## config.mk

```make
export PLATFORM = sky130hd
export DESIGN_NAME = chunked_add_sub
export DESIGN_NICKNAME = d
export VERILOG_FILES = /design/src/rtl/chunked_add_sub.sv
export SDC_FILE = /design/constraint.sdc
export NUM_CORES = 1
export LEC_CHECK = 0
export BUFFER_PORTS_ARGS = -buffer_cell sky130_fd_sc_hd__buf_4
export CORE_MARGIN = 4
export CORE_UTILIZATION = 53
export DETAILED_ROUTE_END_ITERATION = 16
export PLACE_DENSITY = 0.78
export SYNTH_ARGS = -nofsm -noshare
export SYNTH_HDL_FRONTEND = slang
export SYNTH_SLANG_ARGS = --single-unit
```

## constraint.sdc

```tcl
create_clock -name clk -period 2.7 [get_ports clk]
set_input_delay 0.405 -clock clk [delete_from_list [all_inputs] [get_ports clk]]
set_output_delay 0.405 -clock clk [all_outputs]
set_load 0.05 [all_outputs]
```

## src/rtl/chunked_add_sub.sv

```systemverilog
// rtl/chunked_add_sub.sv - multi-cycle N-bit adder/subtractor working CHUNK bits per clock
module chunked_add_sub #(
    parameter int N     = 8,
    parameter int CHUNK = 4
) (
    input  logic         clk,
    input  logic         rst_n,
    input  logic         start,
    input  logic [N-1:0] A,
    input  logic [N-1:0] B,
    input  logic         Cin,
    input  logic         Sub,
    output logic         ready,
    output logic         busy,
    output logic         done,
    output logic [N-1:0] Sum,
    output logic         Cout,
    output logic         Ovf
);

    localparam int M  = N / CHUNK;
    localparam int IW = (M > 1) ? $clog2(M) : 1;

    typedef enum logic [1:0] {
        S_IDLE = 2'd0,
        S_RUN  = 2'd1,
        S_DONE = 2'd2
    } state_t;

    state_t         state_q, state_d;
    logic [N-1:0]   a_q, a_d;
    logic [N-1:0]   b_q, b_d;        // B already inverted for subtraction
    logic [N-1:0]   psum_q, psum_d;  // slice results accumulate here, hidden from Sum
    logic [N-1:0]   sum_q, sum_d;
    logic           carry_q, carry_d;
    logic           cout_q, cout_d;
    logic           ovf_q, ovf_d;
    logic [IW-1:0]  idx_q, idx_d;

    logic [CHUNK-1:0] a_slice, b_slice, s_slice;
    logic             c_slice;

    // One CHUNK-wide ripple stage fed by the current slice index
    always_comb begin
        a_slice = a_q[idx_q*CHUNK +: CHUNK];
        b_slice = b_q[idx_q*CHUNK +: CHUNK];
        {c_slice, s_slice} = {1'b0, a_slice} + {1'b0, b_slice} + {{CHUNK{1'b0}}, carry_q};
    end

    // Next-state and datapath update; subtraction is A + ~B + ~Cin
    always_comb begin
        state_d = state_q;
        a_d     = a_q;
        b_d     = b_q;
        psum_d  = psum_q;
        sum_d   = sum_q;
        carry_d = carry_q;
        cout_d  = cout_q;
        ovf_d   = ovf_q;
        idx_d   = idx_q;
        case (state_q)
            S_IDLE: begin
                if (start) begin
                    a_d     = A;
                    b_d     = Sub ? ~B : B;
                    carry_d = Sub ? ~Cin : Cin;
                    idx_d   = '0;
                    state_d = S_RUN;
                end
            end
            S_RUN: begin
                psum_d[idx_q*CHUNK +: CHUNK] = s_slice;
                carry_d = c_slice;
                idx_d   = idx_q + IW'(1);
                if (idx_q == IW'(M - 1)) begin
                    sum_d   = psum_d;
                    cout_d  = c_slice;
                    ovf_d   = (a_q[N-1] == b_q[N-1]) && (psum_d[N-1] != a_q[N-1]);
                    idx_d   = '0;
                    state_d = S_DONE;
                end
            end
            S_DONE: begin
                state_d = S_IDLE;
            end
            default: begin
                state_d = S_IDLE;
            end
        endcase
    end

    // State and datapath registers; reset aborts any operation in flight
    always_ff @(posedge clk or negedge rst_n) begin
        if (!rst_n) begin
            state_q <= S_IDLE;
            a_q     <= '0;
            b_q     <= '0;
            psum_q  <= '0;
            sum_q   <= '0;
            carry_q <= 1'b0;
            cout_q  <= 1'b0;
            ovf_q   <= 1'b0;
            idx_q   <= '0;
        end else begin
            state_q <= state_d;
            a_q     <= a_d;
            b_q     <= b_d;
            psum_q  <= psum_d;
            sum_q   <= sum_d;
            carry_q <= carry_d;
            cout_q  <= cout_d;
            ovf_q   <= ovf_d;
            idx_q   <= idx_d;
        end
    end

    assign ready = (state_q == S_IDLE);
    assign busy  = (state_q != S_IDLE);
    assign done  = (state_q == S_DONE);
    assign Sum   = sum_q;
    assign Cout  = cout_q;
    assign Ovf   = ovf_q;

endmodule
```

==> results of run 1 <==
==> power breakdown <==
group	switching [mW]	total, mW	internal, mW
sequential	0.150	0.908	0.757
clock	0.165	0.343	0.178
combinational	0.933	1.60	0.663
total	1.25	2.85	1.60
==> worst register-to-register path: cells and delay by family (launching register included) <==
family / cells / cell delay (ns)
AO/OA/AOI/OAI: 3 / 0.48
adder cells (fa/ha/maj): 2 / 0.84
flip-flops: 1 / 0.39
multiplexers: 1 / 0.36
AND/OR/NAND/NOR: 1 / 0.07
==> final timing paths <==
check,startpoint,end,cells past startpoint
hold reg to reg,Sum[4],Sum[4],2
hold / removal,rst_n,a_q[4],1
max in group asynchronous,rst_n,a_q[6],1
setup / recovery,idx_q,carry_q,7
setup reg to reg,idx_q,carry_q,7
min in group clk,A[0],a_q[0],2
==> flip-flops by register name, summed over array words and instances (netlist names) <==
signal / count
Sum: 8
state_q: 2
idx_q: 1
carry_q: 1
Ovf: 1
a_q: 8
Cout: 1
b_q: 8
psum_q: 4
==> Yosys cell counts <==
cell type,number
xor2_1,1
nand2_1,32
inv_1,2
nand3_1,2
nor2_1,14
ha_1,3
o211ai_1,1
buf_6,1
buf_2,3
nor3b_1,1
nor2_2,1
nand2_2,1
o221a_2,1
and2b_1,1
buf_4,1
buf_8,1
nor2b_1,1
nand2b_1,1
and3_1,1
o21ai_0,5
mux2_4,3
inv_2,1
or3_1,1
a21o_1,2
mux2_2,13
a21oi_1,10
dfrtp_1,34
and2_4,1
a211o_1,1
xnor2_1,10
or2_2,1
a31oi_1,1
fa_1,2
==> routing by layer <==
layer / vias up / part of all wire (%)
met2: 32 / 49
li1: 580 / -
met3: 5 / 6.2
met1: 542 / 43
met4: 0 / 1.5
met5: - / 0
==> layout make-up <==
class	instances	share of cell area [%]
sequential	34	42.8
multi-input combinational	111	37.2
timing repair buffer	34	12.8
clock buffer	8	3.96
tap	42	2.64
inverter	3	0.566
==> cells by family (layout without fill, tap and decap cells) <==
logic type	after synthesis	count (layout)	share of synthesized area (%)
xor+xnor	11	11	5.84
simple gates	58	58	15.2
mux	16	16	11.6
fa+ha+maj	5	5	4.70
flops	34	34	51.6
compound gates	21	21	7.51
buf+inv	9	45	3.64
==> run_results.csv, run 1 <==
group,metric,value,unit
global_route,grt.overflow.total,0,
pwr,cellPowerDensity,1430,mW/mm^2
cts,ctsResizeCount,0,
cts,post_cts_buffers,0,
cts,clkLatencyLatePin,0.33,ns
worst_setup_path,worstPathCellList,"mux2_2 -> fa_1 -> fa_1 -> a21o_1 -> a21oi_1 -> nand2_1 -> o221a_2",
routing,wire_per_inst,12.9,um
routing,antenna_left,0,
hold_path,hp-class,"primary input to asynchronous set/reset pin",
yosys,syn_inst,154,
floorplanning,die_x,63.8,um
layout,area_growth,20.5,%
global_route,grtUsageTotal,17.1,%
yosys,yosys-top-cells-area,"dfrtp_1 (52%), mux2_2 (8.9%), nand2_1 (7.3%)",
worst_setup_path,start_kind,"flip-flop",
layout,final_core_util,69.1,%
routing,routed_wl,3000,um
layout,drive_gt1_share,33.7,%
routing,routed_via_density,5.00,
placed_design,dp_cells,224,
cts,numClockSinks,34,
routing,dr.pass1.iters,4,
yosys,syn-num-nets,180,
sta,slew_viol_final,0,
sta,rsz0062_at_grt,"no",
job,cap_violations,0,
sta,fin_ws,0.465,ns
sta,max_freq,447,MHz
yosys,ys_seq_elements,34,
cts,htreeDepth,2,
layout,seq_area,851,um^2
worst_setup_path,cp_top_family,"adder cells",
global_route,busiest_layer,"met2",
cts,clk_root_buffer_cell,"clkbuf_4",
cts,cts_hold_buf,0,
layout,fin_cells,232,
layout,layout_common_cells,"dfrtp_1 (34), buf_4 (34), nand2_1 (32)",
yosys,syn_avg_cell_area,10.7,um^2
sta,relSlewSlack,72.1,%
global_route,antenna_found_initial,0,
layout,diodes,0,
placed_design,hpwl,2260,um
pwr,p_total,2.85,mW
routing,via_count,1159,
global_route,grt_max_degree,35,
floorplanning,rows,19,
pwr,ir_drop,673,uV
placed_design,place_area,0.00191,mm^2
worst_setup_path,cp-end-kind,"flip-flop",
global_route,gr-usage-met1,20.2,%
sta,setup_tns,0,ns
worst_setup_path,crit_type,"flip-flop to flip-flop",
worst_setup_path,worstPathMaxFanout,3,
run_status,status,"finished, final reports clean",
floorplanning,die_y,63.8,um
yosys,seq_area_frac_synth,51.6,%
yosys,synthesis.area,0.00165,mm^2
floorplanning,num_io_pins,34,
yosys,ys_warn_count,0,
cts,cts_tree,"done",
floorplanning,start_util,57.4,%
worst_setup_path,required,2.93,ns
routing,route.detailed.drc,0,
worst_setup_path,rrSetupSlack,0.47,ns
layout,multi_input_area,739,um^2
placed_design,routabilityCongestion,0.813,
yosys,synth_top_area_cell,"dfrtp_1",
global_route,use_met3,5.08,%
floorplanning,core,0.00288,mm^2
sta,period_share,82.8,%
cts,clockBufferDepth,2,
layout,fin_nets,215,
floorplanning,die_area,0.00407,mm^2
yosys,synth_top_area_share,51.6,%
pwr,cellLeakagePower,0.953,nW
worst_setup_path,worst_path_most_repeated_cell,"fa_1",
cts,clk_pin_slew,0.10,ns
sta,holdWs,0.00211,ns
cts,cts_buffers,5,
sta,worstMarginPinSlew,0.419,ns
global_route,gr-usage-met2,28.3,%
yosys,ys_types,33,
layout,n_fill_cell,229,
placed_design,dp_slack,0.470,ns
worst_setup_path,crit_arrival,2.46,ns
worst_setup_path,critical-path-slowest-cell,"fa_1",
layout,fin_area,0.00199,mm^2
sta,finalClockSkew,0.00946,ns
placed_design,io_buffers,33,
worst_setup_path,path_buf_inv,0,
global_route,grt_pass1_vias,1217,
routing,drt_iter0_markers,38,
sta,finalHoldViolCount,0,
sta,min_period,2.23,ns
global_route,grt_pass1_wl,5350,um
worst_setup_path,worst_path_largest_cell_delay,0.43,ns
sta,setup_viol,0,
(Power assumes the default switching activity.)
==> inputs of run 2 (changes only) <==
- clock period: 2.7 -> 2.1 ns (I/O delays scaled with it)
==> run 2 against run 1 <==
Against the previous run:
- sequential share of layout area decreased by 0.68 points
- count of clock-buffer cells in the layout decreased by 1
- maximum frequency increased by 7.4%
- via count increased by 1.5%
- global-route usage decreased by 0.080 points
- non-clock buffer count increased by 4
- design area increased by 1.8%
- combinational power increased by 38%
- clock skew about the same
- sequential cell count unchanged
- first-iteration DRC count increased by 45%
- register-to-register slack got worse by 0.45 ns
==> run_results.csv, run 2 (synthesis gave the netlist of run 1 again) <==
group,metric,value,unit
layout,fin_cells,236,
routing,wl_met3,175,um
global_route,grt_pass1_wl,5330,um
sta,worstMarginPinSlew,0.425,ns
global_route,grt_pass1_vias,1185,
layout,fin_nets,219,
job,cap_violations,0,
routing,wl_met2,1600,um
routing,routed_via_density,4.98,
routing,routed_wl,3080,um
placed_design,hpwl,2280,um
global_route,grt.overflow.total,0,
layout,diodes,0,
sta,relSlewSlack,71.6,%
layout,drive_gt1_share,36.6,%
placed_design,dp_slack,-0.0581,ns
global_route,grtUsageTotal,17.0,%
worst_setup_path,worstPathMaxFanout,4,
pwr,cellPowerDensity,1860,mW/mm^2
cts,cts_tree,"done",
sta,rsz0062_at_grt,"yes",
routing,wirelength_met1,1250,um
floorplanning,core,0.00288,mm^2
hold_path,hold_path_depth,2,
worst_setup_path,start_kind,"flip-flop",
pwr,ir_drop,967,uV
floorplanning,rows,19,
placed_design,dp_cells,226,
worst_setup_path,required,2.34,ns
cts,clkLatencyLatePin,0.34,ns
sta,holdWs,0.202,ns
routing,route.detailed.drc,0,
layout,layout_commonest_cell,"buf_4",
floorplanning,start_util,57.4,%
routing,dr.pass1.iters,2,
routing,drt_iter0_markers,55,
cts,numClockSinks,34,
floorplanning,die_area,0.00407,mm^2
sta,max_freq,480,MHz
sta,slew_viol_final,0,
sta,min_period,2.08,ns
cts,clk_pin_slew,0.10,ns
sta,setup_tns,0,ns
pwr,p_total,3.77,mW
worst_setup_path,reg2reg_depth,7,
floorplanning,num_io_pins,34,
cts,clockBufferDepth,2,
sta,period_share,99.1,%
floorplanning,die_x,63.8,um
global_route,grt_max_degree,35,
layout,multi_input_area,759,um^2
placed_design,io_buffers,33,
layout,seq_area,852,um^2
worst_setup_path,crit_type,"flip-flop to flip-flop",
cts,htreeDepth,2,
layout,n_fill_cell,222,
cts,cts_buffers,5,
placed_design,routabilityCongestion,0.774,
routing,via_count,1176,
sta,fin_ws,0.0185,ns
cts,clk_root_buffer_cell,"clkbuf_4",
hold_path,hp-class,"primary input to flip-flop",
worst_setup_path,crit_arrival,2.32,ns
layout,final_core_util,70.3,%
floorplanning,die_y,63.8,um
pwr,cellLeakagePower,0.969,nW
run_status,status,"finished, final reports clean",
routing,wire_per_inst,13.0,um
routing,topRoutingLayerUsed,"met4",
placed_design,place_area,0.00194,mm^2
worst_setup_path,cp-end-kind,"flip-flop",
sta,setup_viol,0,
layout,layout_common_cells,"buf_4 (37), dfrtp_1 (33), nand2_1 (32)",
layout,area_growth,22.6,%
routing,antenna_left,0,
sta,finalClockSkew,0.00967,ns
global_route,antenna_found_initial,0,
sta,finalHoldViolCount,0,
layout,fin_area,0.00202,mm^2
[run 2: changes by cell type in the layout (fill, tap and decap cells not counted)]
| cell | before | now |
|---|---|---|
| dfrtp_2 | 0 | 1 |
| clkinv_2 | 0 | 1 |
| a21oi_1 | 10 | 8 |
| dlygate4sd3_1 | 0 | 1 |
| fa_1 | 2 | 0 |
| buf_4 | 34 | 37 |
| mux2_2 | 13 | 11 |
| a21oi_2 | 0 | 2 |
| dfrtp_1 | 34 | 33 |
| mux2_4 | 3 | 5 |
| fa_2 | 0 | 2 |
| clkbuf_8 | 3 | 1 |
| clkbuf_1 | 0 | 1 |
[run 2: layout make-up]
cell class	instances	area share, %
sequential	34	42.1
multi-input combinational	111	37.5
timing repair buffer	38	14.2
clock buffer	7	2.72
tap	42	2.60
inverter	3	0.557
clock inverter	1	0.247
[run 2: routing by layer]
metal	GRT usage [%]	vias up
met5	0	-
met4	5.66	0
met1	19.7	555
met3	5.95	5
met2	29.4	28
li1	-	588
[run 2: path summary, 6_finish.rpt]
kind                       endpoint      start  slack [ns]
max                         carry_q      idx_q        0.02
min                          a_q[0]       A[0]        0.20
max reg2reg                 carry_q      idx_q        0.02
min reg2reg                  Sum[1]  psum_q[1]        0.48
max in group asynchronous     idx_q      rst_n        1.31
min in group asynchronous    Sum[4]      rst_n        0.44
[run 2: timing repair]
action	4_1_cts	5_1_grt
endpoints found under the setup margin	3	3
resized for setup	1	1
gates cloned	0	0
buffers inserted	1	0
hold buffers	1	0
pin swaps	2	1
endpoints found under the hold margin	34	0
[run 2: worst max-delay path, cell delays in order, from the launching register on]
cell	delay, ns
dfrtp_2	0.44
mux2_4	0.31
fa_2	0.39
fa_2	0.37
a21o_1	0.17
a21oi_2	0.13
nand2_1	0.06
o221a_2	0.12
[run 2: power breakdown]
part	total [mW]	switching [mW]	internal [mW]
Combinational	2.21	1.25	0.963
Clock	0.377	0.214	0.162
Sequential	1.18	0.208	0.976
Total	3.77	1.67	2.10
==> inputs of run 3 (changes only) <==
- PLACE_DENSITY: 0.78 -> 0.76
==> run 3 against run 2 <==
Against the previous run:
- the run now ends with negative setup slack left
- largest cell class unchanged
- highest routed layer unchanged
- combinational power grew 2%
- sequential power is essentially flat
- critical path type unchanged
- first-iteration DRC count shrank 38%
==> run_results.csv, run 3 (synthesis gave the netlist of run 1 again) <==
group,metric,value,unit
floorplanning,rows,19,
worst_setup_path,start_kind,"flip-flop",
worst_setup_path,crit_type,"flip-flop to flip-flop",
sta,slew_viol_final,0,
cts,clockBufferDepth,2,
worst_setup_path,cp-end-kind,"flip-flop",
routing,drt_iter0_markers,34,
layout,n_fill_cell,214,
sta,max_freq,474,MHz
global_route,grtUsageTotal,17.3,%
layout,layout_commonest_cell,"buf_4",
hold_path,hold_path_depth,2,
sta,setup_tns,-0.00831,ns
sta,setup_viol,1,
routing,routed_wl,3030,um
global_route,grt_max_degree,35,
sta,min_period,2.11,ns
placed_design,place_area,0.00193,mm^2
placed_design,hpwl,2240,um
sta,relSlewSlack,72.8,%
floorplanning,die_x,63.8,um
floorplanning,core,0.00288,mm^2
sta,finalClockSkew,0.0105,ns
cts,clkLatencyLatePin,0.34,ns
pwr,p_total,3.82,mW
sta,fin_ws,-0.00831,ns
sta,finalHoldViolCount,0,
hold_path,hp-class,"primary input to flip-flop",
routing,dr.pass1.iters,4,
sta,holdWs,0.203,ns
layout,fin_nets,220,
cts,clk_root_buffer_cell,"clkbuf_4",
layout,layout_common_cells,"buf_4 (37), dfrtp_1 (33), nand2_1 (32)",
cts,cts_tree,"done",
global_route,grt_pass1_wl,5510,um
pwr,ir_drop,890,uV
routing,antenna_left,0,
placed_design,io_buffers,33,
layout,area_growth,24.0,%
layout,seq_area,852,um^2
pwr,cellPowerDensity,1870,mW/mm^2
floorplanning,num_io_pins,34,
placed_design,routabilityCongestion,0.807,
floorplanning,die_area,0.00407,mm^2
layout,diodes,0,
global_route,antenna_found_initial,0,
cts,numClockSinks,34,
sta,worstMarginPinSlew,0.408,ns
global_route,grt.overflow.total,0,
routing,via_count,1185,
layout,drive_gt1_share,37.4,%
layout,multi_input_area,772,um^2
run_status,violations,"negative setup slack",
routing,route.detailed.drc,0,
pwr,cellLeakagePower,0.975,nW
cts,htreeDepth,2,
cts,cts_buffers,5,
layout,fin_area,0.00205,mm^2
cts,clk_pin_slew,0.10,ns
global_route,grt_pass1_vias,1262,
worst_setup_path,reg2reg_depth,7,
worst_setup_path,worstPathMaxFanout,4,
floorplanning,start_util,57.4,%
routing,wire_per_inst,12.8,um
job,cap_violations,0,
worst_setup_path,required,2.33,ns
run_status,status,"finished, violations left",
sta,rsz0062_at_grt,"yes",
routing,routed_via_density,5.00,
worst_setup_path,crit_arrival,2.34,ns
sta,period_share,100,%
floorplanning,die_y,63.8,um
==> run 3: worst max-delay path, cell delays in order (launching register included) <==
cell,delay [ns]
dfrtp_2,0.46
mux2_4,0.32
fa_2,0.38
fa_2,0.36
a21o_1,0.17
a21oi_2,0.13
nand2_1,0.06
o221a_2,0.12
==> run 3: stage by stage <==
step	instances	util, %	setup slack [ns]
final	237	71.2	-0.00831
after global routing	237	71.2	-0.114
after CTS	235	70.2	-0.0216
after detailed placement	225	67.2	-0.0452
after global placement	225	67.2	0.0298
after floorplan	154	-	-0.0574
==> run 3: path summary, 6_finish.rpt <==
check | to | slack (ns) | from
min | a_q[0] | 0.20 | A[0]
min reg2reg | Sum[2] | 0.48 | psum_q[2]
max in group asynchronous | idx_q | 1.35 | rst_n
min in group asynchronous | Sum[5] | 0.44 | rst_n
max | carry_q | -0.008 | idx_q
max reg2reg | carry_q | -0.008 | idx_q
==> run 3: power breakdown <==
| group | total, mW | internal [mW] | switching, mW |
|---|---|---|---|
| Combinational | 2.25 | 0.998 | 1.25 |
| Sequential | 1.20 | 0.976 | 0.220 |
| Clock | 0.375 | 0.162 | 0.213 |
| Total | 3.82 | 2.14 | 1.69 |
==> run 3: repair_timing <==
| item | in CTS | in global routing |
|---|---|---|
| pin swaps | 2 | 2 |
| setup buffers | 1 | 2 |
| endpoints found under the setup margin | 3 | 5 |
| cloned | 0 | 0 |
| hold buffers | 1 | 0 |
| endpoints found under the hold margin | 34 | 0 |
| gates resized for setup | 2 | 3 |
==> run 3: metal layers <==
metal / global-route usage (%) / wire length, um / up-vias
met3: 6.30 / 196 / 8
met5: 0 / 0 / -
li1: - / - / 592
met2: 28.4 / 1500 / 33
met1: 20.4 / 1270 / 552
met4: 7.55 / 63 / 0
==> run 3: final cells by class <==
| type | count | share of cell area (%) |
|---|---|---|
| inverters | 3 | 0.550 |
| multi-input cells | 111 | 37.7 |
| clock buffers | 7 | 2.69 |
| flip-flops and latches | 34 | 41.6 |
| well taps | 42 | 2.57 |
| clock inverters | 1 | 0.244 |
| repair buffers | 39 | 14.6 |
